--- src/rtl/seq_restoring_divider.sv ---
// seq_restoring_divider: N-bit unsigned restoring divider, one quotient bit per clock; define DIV_ZERO_FAST_EN to finish divide-by-zero in one cycle
module seq_restoring_divider #(
  parameter int N = 16
) (
  input  logic         clk,
  input  logic         rst,
  input  logic         start,
  input  logic [N-1:0] dividend,
  input  logic [N-1:0] divisor,
  output logic         busy,
  output logic         done,
  output logic [N-1:0] quotient,
  output logic [N-1:0] remainder,
  output logic         div_by_zero
);
  typedef enum logic [1:0] {IDLE, RUN, DONE} state_t;
  localparam int CW = $clog2(N);
  state_t state, state_nx;
  logic [CW-1:0] cnt;
  logic [N-1:0] q, d, r, t;
  logic [N:0] r_sh;
  logic [N+1:0] c;
  logic accept, zero_fast, last, ge;
  assign accept = start && state != RUN;
`ifdef DIV_ZERO_FAST_EN
  assign zero_fast = divisor == '0;
`else
  assign zero_fast = 1'b0;
`endif
  assign last = state == RUN && cnt == '0;
  assign r_sh = {r, q[N-1]};
  assign c[0] = 1'b1;
  // ripple subtract r_sh - {0,d}: full-adder cells with the divisor inverted
  for (genvar i = 0; i < N; i++) begin : g_sub
    assign t[i] = r_sh[i] ^ ~d[i] ^ c[i];
    assign c[i+1] = (r_sh[i] & ~d[i]) | (c[i] & (r_sh[i] ^ ~d[i]));
  end
  // top cell subtracts the zero-extension bit; only its carry (the sign) is needed
  assign c[N+1] = r_sh[N] | c[N];
  assign ge = c[N+1];
  always_comb begin
    state_nx = accept ? (zero_fast ? DONE : RUN) : last ? DONE : state == DONE ? IDLE : state;
  end
  always_ff @(posedge clk) begin
    state <= rst ? IDLE : state_nx;
  end
  always_ff @(posedge clk) begin
    if (rst) begin
      cnt <= '0;
      q <= '0;
      d <= '0;
      r <= '0;
      quotient <= '0;
      remainder <= '0;
      div_by_zero <= 1'b0;
    end else if (accept) begin
      q <= dividend;
      d <= divisor;
      r <= '0;
      cnt <= CW'(N - 1);
      if (zero_fast) begin
        quotient <= '1;
        remainder <= dividend;
        div_by_zero <= 1'b1;
      end
    end else if (state == RUN) begin
      r <= ge ? t : r_sh[N-1:0];
      q <= {q[N-2:0], ge};
      cnt <= cnt - 1'b1;
      if (last) begin
        quotient <= {q[N-2:0], ge};
        remainder <= ge ? t : r_sh[N-1:0];
        div_by_zero <= d == '0;
      end
    end
  end
  assign busy = state == RUN;
  assign done = state == DONE;
endmodule

--- config.mk ---
export PLATFORM = sky130hd
export DESIGN_NAME = seq_restoring_divider
export DESIGN_NICKNAME = d
export VERILOG_FILES = /design/src/rtl/seq_restoring_divider.sv
export SDC_FILE = /design/constraint.sdc
export NUM_CORES = 1
export LEC_CHECK = 0
export ABC_CLOCK_PERIOD_IN_PS = 15900
export BUFFER_PORTS_ARGS = -buffer_cell sky130_fd_sc_hd__buf_4
export CAP_MARGIN = 15
export CORE_MARGIN = 5
export CORE_UTILIZATION = 60
export DETAILED_ROUTE_END_ITERATION = 7
export HOLD_SLACK_MARGIN = 0.06
export PLACE_DENSITY = 0.95
export SLEW_MARGIN = 0
export SYNTH_ARGS = -nofsm -noshare
export SYNTH_HDL_FRONTEND = slang
export SYNTH_SLANG_ARGS = --single-unit
--- constraint.sdc ---
create_clock -name clk -period 15.9 [get_ports clk]
set_input_delay 1.59 -clock clk [delete_from_list [all_inputs] [get_ports clk]]
set_output_delay 1.59 -clock clk [all_outputs]
set_load 0.005 [all_outputs]
==> impl_metrics.yaml <==
drt:
  vias: 3793
  routed_via_density: 6.311
  wl_per_cell_microns: 17.43
  firstDrtPassIters: 5
  drtIter0Drc: 543
  ant_nets: 0
  drcViolationCount: 0
  wl_microns: 10480
final_layout:
  diodes: 0
  area_growth_pct: 16.64
  nets: 569
  layout_common_cells: "87 x dfxtp_1, 73 x buf_4, 66 x a21oi_1, 45 x nand3_1, 34 x o21ai_0"
  n_fill_cell: 475
  layout-drive-gt1-share_pct: 17.85
  final_common_cell: "dfxtp_1"
clock_network:
  cts_tree: "done"
  postCtsHoldBufs: 0
  cts_made_buffers: 9
  cts_root_buffer: "clkbuf_8"
  cts.clk_slew.worst_paths_ns: 0.08
  cts_setup_buffers: 0
  clk_latency_ns: 0.36
  cts_resized: 0
  cts_sinks: 87
  clockBufferDepth: 2
  htreeDepth: 3
synthesis:
  synth.area.mux_share_pct: 4.151
  yosysUniqueCellTypes: 34
  ys_seq_area_share_pct: 42.49
  synthAdderAreaFrac_pct: 8.242
  synth-xor-area-share_pct: 0
  synth_top_family_by_area: "compound AO/OA/AOI/OAI gates"
  synthSimpleGateAreaFrac_pct: 16.85
  yosys_warnings: 0
  syn_inst: 477
  synth_seq_cells: 87
  syn-num-nets: 530
  synth_compound_area_share_pct: 20.39
  syn_area_per_cell_sq_um: 8.593
  syn-cell-area_sq_mm: 0.004099
timing:
  fin_crit_sh_pct: 47.45
  fin_tns_setup_ns: 0
  worstMarginPinSlew_ns: 1.028
  slew_headroom_pct: 31.36
  setup_viol: 0
  min_period_ns: 7.544
  whs_ns: 0.4797
  hold_violations: 0
  fmax_ghz: 0.1325
  drv_slew: 0
  rsz0062_at_grt: "no"
  fin_skew_ns: 0.007766
die:
  core_sq_mm: 0.006719
  die_area_sq_mm: 0.008585
  initial_core_util_pct: 61.01
  die_w_microns: 92.66
  rows: 30
  io_pins: 70
  fp.dieH_microns: 92.66
power_and_ir_drop:
  power.density_mw_per_mm2: 120.8
  power_frac_seq_pct: 42.7
  switching_share_pct: 29.99
  p_leak_uw: 0.001859
  switchingPower_uw: 173.1
  combinationalPowerShare_pct: 23.0
  irDropWorstVdd_mv: 0.08916
  finalPower_uw: 577.3
  p_int_uw: 404.2
  clkPwrFrac_pct: 34.3
place:
  place_congestion: 0.8522
  dp.final_hpwl_microns: 6557
  portBuffers: 69
global_routing:
  grt_usage_pct: 24.66
  grt_pass1_wl_microns: 17280
  grt_max_degree: 73
  antenna_found_initial: 0
  grt_pass1_vias: 3589
  overflow: 0
critical_path:
  r2r_slack_ns: 8.36
  worst-path-max-fanout: 31
  critPathSlowestCell: "fa_1"
  required_ns: 16.11
  path_class: "flip-flop to flip-flop"
  worstSetupEndpointType: "flip-flop"
  cp-startpoint: "q[15]"
  crit_top_cell: "fa_1"
  crit_arrival_ns: 7.75
  r2r-end: "remainder[13]"
  setup.worst_path.start_class: "flip-flop"
  cp_cell_sequence: "inv_1 -> ha_1 -> fa_1 -> fa_1 -> fa_1 -> fa_1 -> fa_1 -> fa_1 -> fa_1 -> fa_1 -> fa_1 -> fa_1 -> fa_1 -> fa_1 -> inv_1 -> fa_1 -> inv_1 -> fa_1 -> inv_1 -> fa_1 -> or2_2 -> mux2i_1 -> a311oi_1"
  reg2reg_from: "q[15]"
  slowest_delay_ns: 0.71
  rr_worst_depth: 23
worst_hold_path:
  hold_class: "flip-flop to flip-flop"
  hold-path-cell-count: 2
  hold_path_end: "r[2]"
  min-delay-start: "r[2]"
flow_run:
  drv_cap: 0
status:
  status: "complete, no violations"
[power groups by stage]
stage / Combinational [uW] / Sequential, uW / Clock, uW
floorplan: 98.3 / 246 / 0
global placement: 120 / 250 / 0
detailed placement: 128 / 250 / 0
CTS: 131 / 246 / 199
global route: 148 / 248 / 206
finish: 133 / 247 / 198
[cells by family after synthesis]
logic type	Yosys count
multiplexers	17
flip-flops	87
AO/OA/AOI/OAI	154
AND/OR/NAND/NOR	131
adder cells (fa/ha/maj)	18
buffers and inverters	70
[area by class of cell]
cell class / instances / area (sq um) / area share [%]
clock inverters: 6 / 132.6 / 2.774
flip-flops and latches: 87 / 1742 / 36.43
clock buffers: 10 / 127.6 / 2.669
multi-input cells: 320 / 2037 / 42.61
well taps: 80 / 100.1 / 2.094
inverters: 25 / 93.84 / 1.963
repair buffers: 73 / 548.0 / 11.46
[worst max-delay path by stage]
stage,to,slack (ns),cells after the start
finish,remainder[13],8.36,23
global placement,remainder[13],8.67,23
detailed placement,remainder[13],8.48,23
global route,remainder[13],8.03,23
floorplan,r[15],9.27,23
CTS,remainder[13],8.43,23
[cell usage after synthesis, drive strengths merged]
cell type  count  share of area (%)
a211oi        19                3.5
a21o           1               0.18
a21oi         66                8.1
a311oi         2               0.43
a31o           1               0.21
a31oi          1               0.15
and2           1               0.15
and3           1               0.15
buf           23                3.6
clkbuf        22                2.0
dfxtp         87                 42
fa            15                7.3
ha             3               0.92
inv           25                2.3
mux2i         17                4.2
nand2         18                1.6
nand2b         1               0.15
nand3         45                5.5
nand4         15                2.3
nor2          18                1.6
nor2b          2               0.31
nor3           7               0.85
nor3b          1               0.18
nor4           4               0.61
nor4b          1               0.58
o21ai         63                7.7
o31ai          1               0.18
or2            1               0.15
or3           15                2.3
or4b           1               0.34
[critical path: cells and delay by family (launching register included)]
family	cells	cell delay (ns)
buf+inv	4	0.27
mux	1	0.24
flops	1	0.36
compound gates	1	0.11
fa+ha+maj	16	6.14
simple gates	1	0.28
[metrics by stage]
stage          setup slack [ns]  area [sq um]  utilization (%)  instances
2_1_floorplan             9.267          4099                -        477
3_3_place_gp              8.669          4521            67.28        585
3_5_place_dp              8.480          4521            67.28        585
4_1_cts                   8.429          4781            71.15        601
5_1_grt                   8.029          4781            71.15        601
6_report                  8.356          4781            71.15        601
[registers in the layout (all words and copies together) (netlist names)]
signal,cells
remainder,16
state,2
d,16
quotient,16
r,16
cnt,4
div_by_zero,1
q,16
[layer usage]
metal / global-route usage [%] / up-vias / wire (microns)
met3: 3.656 / 24 / 896
li1: - / 1768 / -
met2: 40.60 / 210 / 5150
met5: 0 / - / 0
met4: 10.01 / 0 / 206
met1: 32.57 / 1791 / 4224
Note: power is estimated with default switching activity, not from simulation.
